`config.mk`:
```
export PLATFORM = sky130hd
export DESIGN_NAME = digit_serial_adder
export DESIGN_NICKNAME = d
export VERILOG_FILES = /design/src/rtl/adder_pkg.sv /design/src/rtl/digit_add_slice.sv /design/src/rtl/digit_serial_adder.sv
export SDC_FILE = /design/constraint.sdc
export NUM_CORES = 1
export LEC_CHECK = 0
export BUFFER_PORTS_ARGS = -buffer_cell sky130_fd_sc_hd__buf_2
export CAP_MARGIN = 10
export CELL_PAD_IN_SITES_DETAIL_PLACEMENT = 1
export CELL_PAD_IN_SITES_GLOBAL_PLACEMENT = 1
export CORE_MARGIN = 2
export CORE_UTILIZATION = 40
export CTS_CLUSTER_SIZE = 16
export DETAILED_ROUTE_END_ITERATION = 10
export PLACE_DENSITY_LB_ADDON = 0.25
export SYNTH_ARGS = -nofsm -noshare
export SYNTH_HDL_FRONTEND = slang
export SYNTH_HIERARCHICAL = 1
export SYNTH_SLANG_ARGS = --single-unit
export TNS_END_PERCENT = 30
```
`constraint.sdc`:
```
create_clock -name clk -period 2 [get_ports clk]
set_input_delay 0.2 -clock clk [delete_from_list [all_inputs] [get_ports clk]]
set_output_delay 0.2 -clock clk [all_outputs]
set_load 0.02 [all_outputs]
```
`src/rtl/adder_pkg.sv`:
```
// Shared types and sizing helpers for the digit-serial add/sub/accumulate engine.
package adder_pkg;

  typedef enum logic [1:0] {
    MODE_ADD = 2'b00,
    MODE_SUB = 2'b01,
    MODE_ACC = 2'b10,
    MODE_CLR = 2'b11
  } mode_e;

  typedef enum logic [1:0] {
    ST_IDLE = 2'd0,
    ST_RUN  = 2'd1,
    ST_DONE = 2'd2
  } state_e;

  localparam int DEF_WIDTH = 16;
  localparam int DEF_DIGIT = 4;

  function automatic int ndig(input int width, input int digit);
    return width / digit;
  endfunction

  // Single-digit configurations still need a 1-bit counter.
  function automatic int cnt_w(input int n);
    return (n > 1) ? $clog2(n) : 1;
  endfunction

endpackage

```
`src/rtl/digit_add_slice.sv`:
```
// Combinational DIGIT-bit adder slice; also exposes the carry into its top bit.
module digit_add_slice #(
  parameter int DIGIT = 4
) (
  input  logic [DIGIT-1:0] a,
  input  logic [DIGIT-1:0] b,
  input  logic             cin,
  output logic [DIGIT-1:0] sum,
  output logic             cout,
  output logic             c_msb
);

  logic [DIGIT:0] full;

  assign full  = {1'b0, a} + {1'b0, b} + {{DIGIT{1'b0}}, cin};
  assign sum   = full[DIGIT-1:0];
  assign cout  = full[DIGIT];
  // Carry into the MSB falls out of the MSB sum bit without a second adder.
  assign c_msb = sum[DIGIT-1] ^ a[DIGIT-1] ^ b[DIGIT-1];

endmodule

```
`src/rtl/digit_serial_adder.sv`:
```
// Digit-serial WIDTH-bit add/sub/accumulate engine, one DIGIT-bit slice per clock.
module digit_serial_adder
  import adder_pkg::*;
#(
  parameter int WIDTH = DEF_WIDTH,
  parameter int DIGIT = DEF_DIGIT
) (
  input  logic             clk,
  input  logic             rst_n,
  input  logic             ena,
  input  logic             start,
  input  logic [1:0]       mode,
  input  logic [WIDTH-1:0] op_a,
  input  logic [WIDTH-1:0] op_b,
  output logic             busy,
  output logic             done,
  output logic [WIDTH-1:0] result,
  output logic             carry,
  output logic             overflow
);

  localparam int NDIG = ndig(WIDTH, DIGIT);
  localparam int CW   = cnt_w(NDIG);
  localparam logic [CW-1:0] LAST = CW'(NDIG - 1);

  state_e           state_q, state_d;
  mode_e            mode_q, mode_d, req_mode;
  logic [WIDTH-1:0] a_q, a_d, b_q, b_d, sr_q, sr_d;
  logic [WIDTH-1:0] acc_q, acc_d, res_q, res_d;
  logic [CW-1:0]    cnt_q, cnt_d;
  logic             cy_q, cy_d, carry_q, carry_d, ovf_q, ovf_d;

  logic [DIGIT-1:0]       sum;
  logic                   cout, c_msb;
  logic [WIDTH+DIGIT-1:0] sr_cat;
  logic [WIDTH-1:0]       sr_nxt;

  digit_add_slice #(.DIGIT(DIGIT)) u_slice (
    .a    (a_q[DIGIT-1:0]),
    .b    (b_q[DIGIT-1:0]),
    .cin  (cy_q),
    .sum  (sum),
    .cout (cout),
    .c_msb(c_msb)
  );

  // New digits enter at the top so digit 0 lands at the LSB after NDIG shifts.
  assign sr_cat   = {sum, sr_q};
  assign sr_nxt   = sr_cat[WIDTH+DIGIT-1:DIGIT];
  assign req_mode = mode_e'(mode);

  always_comb begin
    state_d = state_q;
    mode_d  = mode_q;
    a_d     = a_q;
    b_d     = b_q;
    sr_d    = sr_q;
    cy_d    = cy_q;
    cnt_d   = cnt_q;
    acc_d   = acc_q;
    res_d   = res_q;
    carry_d = carry_q;
    ovf_d   = ovf_q;
    if (ena) begin
      case (state_q)
        ST_IDLE, ST_DONE: begin
          state_d = ST_IDLE;
          if (start) begin
            mode_d = req_mode;
            a_d    = op_a;
            cnt_d  = '0;
            cy_d   = (req_mode == MODE_SUB);
            case (req_mode)
              MODE_SUB: b_d = ~op_b;
              MODE_ACC: b_d = acc_q;
              default:  b_d = op_b;
            endcase
            if (req_mode == MODE_CLR) begin
              state_d = ST_DONE;
              res_d   = '0;
              acc_d   = '0;
              carry_d = 1'b0;
              ovf_d   = 1'b0;
            end else begin
              state_d = ST_RUN;
            end
          end
        end
        ST_RUN: begin
          a_d   = a_q >> DIGIT;
          b_d   = b_q >> DIGIT;
          sr_d  = sr_nxt;
          cy_d  = cout;
          cnt_d = cnt_q + CW'(1);
          if (cnt_q == LAST) begin
            state_d = ST_DONE;
            res_d   = sr_nxt;
            carry_d = cout;
            ovf_d   = cout ^ c_msb;
            if (mode_q == MODE_ACC) acc_d = sr_nxt;
          end
        end
        default: state_d = ST_IDLE;
      endcase
    end
  end

  always_ff @(posedge clk or negedge rst_n) begin
    if (!rst_n) begin
      state_q <= ST_IDLE;
      mode_q  <= MODE_ADD;
      a_q     <= '0;
      b_q     <= '0;
      sr_q    <= '0;
      cy_q    <= 1'b0;
      cnt_q   <= '0;
      acc_q   <= '0;
      res_q   <= '0;
      carry_q <= 1'b0;
      ovf_q   <= 1'b0;
    end else begin
      state_q <= state_d;
      mode_q  <= mode_d;
      a_q     <= a_d;
      b_q     <= b_d;
      sr_q    <= sr_d;
      cy_q    <= cy_d;
      cnt_q   <= cnt_d;
      acc_q   <= acc_d;
      res_q   <= res_d;
      carry_q <= carry_d;
      ovf_q   <= ovf_d;
    end
  end

  assign busy     = (state_q == ST_RUN);
  assign done     = (state_q == ST_DONE);
  assign result   = res_q;
  assign carry    = carry_q;
  assign overflow = ovf_q;

endmodule

```
==> run_results.csv, run 1 <==
group,metric,value,unit
setup_path,critPathMostFrequentCell,"fa_2",
detailed_routing,viasPerCell,5.19,
synthesis,synth_top_area_share,0.510,
timing,rsz0062_at_grt,"true",
place,dpl.cell_count,608,
grt,track_usage,0.206,
synthesis,synth_top_area_cell,"dfrtp_1",
synthesis,yosysUniqueCellTypes,32,
setup_path,crit_required,2.24,ns
place,placedInstanceArea,0.00464,mm²
cells_and_area,num_antenna_cells,0,
cells_and_area,syn_to_final_growth,17.1,%
setup_path,slowest_stage,"dfrtp_1",
setup_path,crit_fanout,2,
place,dp_hpwl,7690,µm
timing,skew,0.0117,ns
setup_path,critical_path.top_delay_family,"adder cells",
grt,grt_pass1_wl,17900,µm
cells_and_area,drive_gt1_frac,0.203,
synthesis,synthTopCellsByArea,"dfrtp_1 (51%), nand2_1 (8.8%), a22o_1 (4.4%)",
pwr,irDropWorstVdd,0.000542,V
setup_path,crit_path_max_incr_delay,0.42,ns
die,die_h,106,µm
cts,clock-sinks,85,
die,start_util,0.408,
detailed_routing,drt_wl_total,10900,µm
synthesis,synthesis.nets,475,
cts,cts_tree,"done",
outcome,status,"complete, no violations",
cells_and_area,n_fill_cell,1179,
synthesis,synthArstFlopShare,1.00,
job,drv_cap,0,
synthesis,synth_edf_count,0,
cells_and_area,stdcell_count,628,
setup_path,endpoint_kind,"flip-flop",
synthesis,synth_seq_area_share,0.510,
cts,clk_latency,0.36,ns
place,gp_congestion,0.787,
setup_path,crit_path_start_kind,"flip-flop",
synthesis,ys.flop_type,"dfrtp_1",
timing,min_period,1.97,ns
grt,first_global_vias,3456,
synthesis,ys_ff_latch,85,
synthesis,synth_area,0.00417,mm²
pwr,p_leak,2.32,nW
synthesis,syn_avg_cell_area,9.77,µm²
setup_path,path_cells,"fa_2 -> inv_1 -> fa_2 -> nor2b_1 -> o21ai_1 -> nand2b_1 -> xnor2_1 -> nor2_1 -> mux2_1",
detailed_routing,vias,3262,
cells_and_area,final_nets,535,
timing,slew_headroom,0.598,
detailed_routing,wl_per_cell,17.4,µm
cts,h-tree-depth,3,
synthesis,synth_most_common_cell,"nand2_1",
place,io_buffer_count,57,
timing,setup_viol,0,
hold_path,hold_path_class,"input pin to flip-flop",
setup_path,worstPathArrival,2.21,ns
timing,max_freq,508,MHz
die,fp-row-count,37,
grt,grt_max_degree,57,
cts,clk_pin_slew,0.09,ns
timing,final_max_slew_viol_count,0,
cells_and_area,design_area,0.00488,mm²
timing,final_hold_viol_count,0,
cts,cts_root_buffer,"clkbuf_8",
die,ios,58,
synthesis,yosysWarningCount,6,
cts,clockBufferDepth,2,
setup_path,timing.critical_path.buf_inv,1,
timing,tightest_slew,0.603,ns
setup_path,path_class,"flip-flop to flip-flop",
cts,cts_buffers,9,
die,die_area,0.0113,mm²
detailed_routing,drc,0,
timing,setup_tns,0,ns
synthesis,synthTopCellsByCount,"nand2_1 (98), dfrtp_1 (85), inv_1 (29), a31oi_1 (25), nor3_1 (25)",
grt,antenna_found_initial,0,
timing,period_share,0.984,
detailed_routing,drt-initial-drc-count,73,
die,core,0.0102,mm²
synthesis,syn-instance-count,427,
die,die_w,106,µm
grt,overflow,0,
detailed_routing,firstDrtPassIters,4,
pwr,cellPowerDensity,1610,mW/mm²
detailed_routing,ant_nets,0,
[logic make-up (layout without fill, tap and decap cells)]
kind of cell             Yosys count  after routing  synth area share
AND/OR/NAND/NOR                  171            171             0.191
multiplexers                      18             18            0.0435
XOR/XNOR                           6              6            0.0126
flip-flops                        85             85             0.510
AO/OA/AOI/OAI                     79             79             0.149
buffers and inverters             58            123            0.0603
adder cells (fa/ha/maj)           10             10            0.0336
[final cells by class]
class | instances | area (µm²) | share of cell area
Multi-Input combinational cell | 284 | 1800 | 0.369
Timing Repair Buffer | 77 | 469 | 0.0961
Tap cell | 136 | 170 | 0.0348
Sequential cell | 85 | 2130 | 0.435
Clock buffer | 9 | 124 | 0.0254
Clock inverter | 7 | 75.1 | 0.0154
Inverter | 30 | 115 | 0.0236
[repair_timing]
action	4_1_cts	5_1_grt
pin swaps	1	0
resized for setup	2	3
hold buffers	1	0
hold endpoints to repair	29	0
endpoints found under the setup margin	1	4
setup buffers	2	1
[flip-flops by register name, summed over array words and instances, names as in the netlist]
| signal | cells |
|---|---|
| sr_q | 12 |
| acc_q | 16 |
| cy_q | 1 |
| mode_q | 2 |
| result | 16 |
| a_q | 16 |
| state_q | 2 |
| carry | 1 |
| overflow | 1 |
| b_q | 16 |
| cnt_q | 2 |
[per-layer routing]
metal / track usage / wire length [µm] / vias up
met3: 0.0239 / 253 / 21
li1: - / - / 1581
met2: 0.342 / 5250 / 56
met5: 0 / 0 / -
met1: 0.271 / 5100 / 1604
met4: 0.0912 / 310 / 0
[where the power goes]
group          total [mW]  internal (mW)  switching (mW)  leakage (nW)
clock                1.25          0.584           0.665         0.104
combinational        3.61           1.52            2.09          1.14
sequential           2.99           2.46           0.531          1.07
[per-stage QoR]
stage	utilization	hold slack, ns	setup slack [ns]	power, mW
final	0.477	0.0674	0.0329	7.85
after global routing	0.477	0.0558	-0.0702	8.43
after CTS	0.476	0.0555	0.00356	7.89
after detailed placement	0.454	0.173	-0.0670	6.55
after global placement	0.454	0.165	0.0410	6.35
after floorplan	-	-0.0956	0.0935	5.31
[path summary, 6_finish.rpt]
path | from | end | slack [ns] | cells past startpoint
setup reg to reg | cy_q | overflow | 0.03 | 9
hold reg to reg | acc_q[9] | acc_q[9] | 0.50 | 1
min in group asynchronous | rst_n | b_q[2] | 0.32 | 2
setup / recovery | cy_q | overflow | 0.03 | 9
hold / removal | op_a[15] | a_q[15] | 0.07 | 2
max in group asynchronous | rst_n | sr_q[7] | 1.04 | 3
[cells in the final DEF, fill, tap and decap left out, types with 3 or more instances in the layout]
master	n
clkinv_4	3
mux2i_1	17
clkbuf_8	9
dfrtp_1	85
xnor2_1	6
a22o_1	21
nand3b_1	4
buf_2	56
nand2_1	97
and2_1	11
a221o_1	6
o21ai_0	4
nor3_1	25
inv_1	29
buf_4	17
o311ai_0	11
nor2b_1	13
ha_1	8
nand2b_1	15
a32o_1	4
a31oi_1	25
(Power assumes the default switching activity.)
==> run 2, diff against run 1 <==
==> constraint.sdc (replaced) <==
create_clock -name clk -period 2 [get_ports clk]
set_input_delay 0.6 -clock clk [delete_from_list [all_inputs] [get_ports clk]]
set_output_delay 0.6 -clock clk [all_outputs]
set_load 0.02 [all_outputs]
==> run_results.csv, run 2 (synthesis results as in run 1) <==
group,metric,value,unit
outcome,status,"complete, no violations",
detailed_routing,vias,3402,
cts,cts_buffers,9,
setup_path,slowest_stage,"dfrtp_1",
die,fp-row-count,37,
setup_path,timing.critical_path.buf_inv,1,
die,die_area,0.0113,mm²
setup_path,crit_fanout,2,
place,io_buffer_count,57,
cells_and_area,num_antenna_cells,0,
detailed_routing,wl_per_cell,17.1,µm
place,gp_congestion,0.837,
timing,min_period,1.94,ns
timing,hold_slack,0.0805,ns
detailed_routing,drt-initial-drc-count,97,
timing,worst_slack,0.0626,ns
cts,clock-sinks,85,
job,drv_cap,0,
setup_path,crit_path_start_kind,"flip-flop",
grt,antenna_found_initial,0,
timing,skew,0.0124,ns
timing,final_max_slew_viol_count,0,
grt,grt_pass1_wl,18400,µm
setup_path,critPathMostFrequentCell,"fa_2",
die,die_h,106,µm
setup_path,path_class,"flip-flop to flip-flop",
die,ios,58,
detailed_routing,drt_wl_total,11000,µm
setup_path,crit_required,2.25,ns
place,pre_cts_slack,-0.269,ns
cts,clk_pin_slew,0.09,ns
pwr,irDropWorstVdd,0.000514,V
die,core,0.0102,mm²
cells_and_area,final_cell_mix,"nand2_1 (98), dfrtp_1 (85), buf_2 (56), buf_4 (31), inv_1 (28)",
cells_and_area,final-seq-area,0.00213,mm²
grt,track_usage,0.208,
cts,clockBufferDepth,2,
timing,rsz0062_at_grt,"true",
detailed_routing,ant_nets,0,
timing,tightest_slew,0.673,ns
cells_and_area,layout_commonest_cell,"nand2_1",
timing,max_freq,516,MHz
cts,cts_root_buffer,"clkbuf_8",
cells_and_area,multi_input_area,0.00182,mm²
setup_path,worstPathArrival,2.18,ns
setup_path,endpoint_kind,"flip-flop",
hold_path,hold_path_class,"input pin to async pin",
setup_path,crit_path_max_incr_delay,0.42,ns
cells_and_area,syn_to_final_growth,19.6,%
cts,cts_tree,"done",
place,dp_hpwl,7890,µm
cells_and_area,n_fill_cell,1208,
setup_path,reg2regPathDepth,9,
setup_path,critical_path.top_delay_family,"adder cells",
cells_and_area,final_nets,547,
cells_and_area,design_area,0.00499,mm²
pwr,p_leak,2.37,nW
grt,grt_max_degree,52,
cts,h-tree-depth,3,
die,start_util,0.408,
grt,first_global_vias,3689,
detailed_routing,drc,0,
place,placedInstanceArea,0.00475,mm²
grt,overflow,0,
pwr,power,7.89,mW
timing,period_share,0.969,
timing,slew_headroom,0.550,
detailed_routing,firstDrtPassIters,4,
timing,final_hold_viol_count,0,
setup_path,cp.depth,9,
pwr,cellPowerDensity,1580,mW/mm²
timing,setup_viol,0,
die,die_w,106,µm
cells_and_area,drive_gt1_frac,0.230,
cts,clk_latency,0.36,ns
setup_path,path_cells,"fa_2 -> inv_2 -> fa_2 -> nor2b_2 -> o21ai_2 -> nand2b_1 -> xnor2_1 -> nor2_1 -> mux2_4",
detailed_routing,viasPerCell,5.32,
-- run 2: final cells by class --
type | count | share of cell area
sequential | 85 | 0.426
multi-input combinational | 284 | 0.365
timing repair buffer | 89 | 0.111
tap | 136 | 0.0341
clock buffer | 9 | 0.0248
inverter | 30 | 0.0231
clock inverter | 7 | 0.0161
-- run 2: per-layer routing --
| metal | track usage | wire length (µm) | vias up |
|---|---|---|---|
| met2 | 0.359 | 5540 | 56 |
| met1 | 0.267 | 4920 | 1728 |
| met4 | 0.0573 | 136 | 0 |
| met3 | 0.0392 | 352 | 11 |
| met5 | 0 | 0 | - |
| li1 | - | - | 1607 |
-- run 2: stage by stage --
| stage | TNS, ns | cells | util |
|---|---|---|---|
| final | 0 | 640 | 0.488 |
| after floorplan | 0 | 427 | - |
| after global placement | -3.81 | 622 | 0.464 |
| after global routing | -0.117 | 640 | 0.488 |
| after CTS | -0.0182 | 640 | 0.486 |
| after detailed placement | -5.32 | 622 | 0.464 |
-- run 2: final timing paths --
path	slack, ns	startpoint	endpoint
max reg2reg	0.06	a_q[0]	overflow
min in group clk	0.46	op_a[15]	a_q[15]
max in group asynchronous	1.36	rst_n	acc_q[15]
min	0.08	rst_n	b_q[1]
max	0.06	a_q[0]	overflow
min reg2reg	0.49	cnt_q[0]	cnt_q[0]
-- run 2: repair_timing --
| action | 4_1_cts | 5_1_grt |
|---|---|---|
| cloned | 0 | 0 |
| endpoints found under the setup margin | 2 | 18 |
| pin swaps | 4 | 5 |
| hold buffers | 0 | 0 |
| endpoints found under the hold margin | 0 | 0 |
| setup buffers | 2 | 0 |
| gates resized for setup | 5 | 3 |
-- run 2: worst register-to-register path: stages, from the launching register on --
cell and delay, ns:
dfrtp_1 0.42, fa_2 0.41, inv_2 0.07, fa_2 0.21
nor2b_2 0.05, o21ai_2 0.11, nand2b_1 0.10, xnor2_1 0.14
nor2_1 0.06, mux2_4 0.26
-- run 2: report_power, final --
| group | internal, mW | switching (mW) |
|---|---|---|
| Sequential | 2.46 | 0.543 |
| Clock | 0.595 | 0.678 |
| Combinational | 1.53 | 2.08 |
| Total | 4.58 | 3.30 |
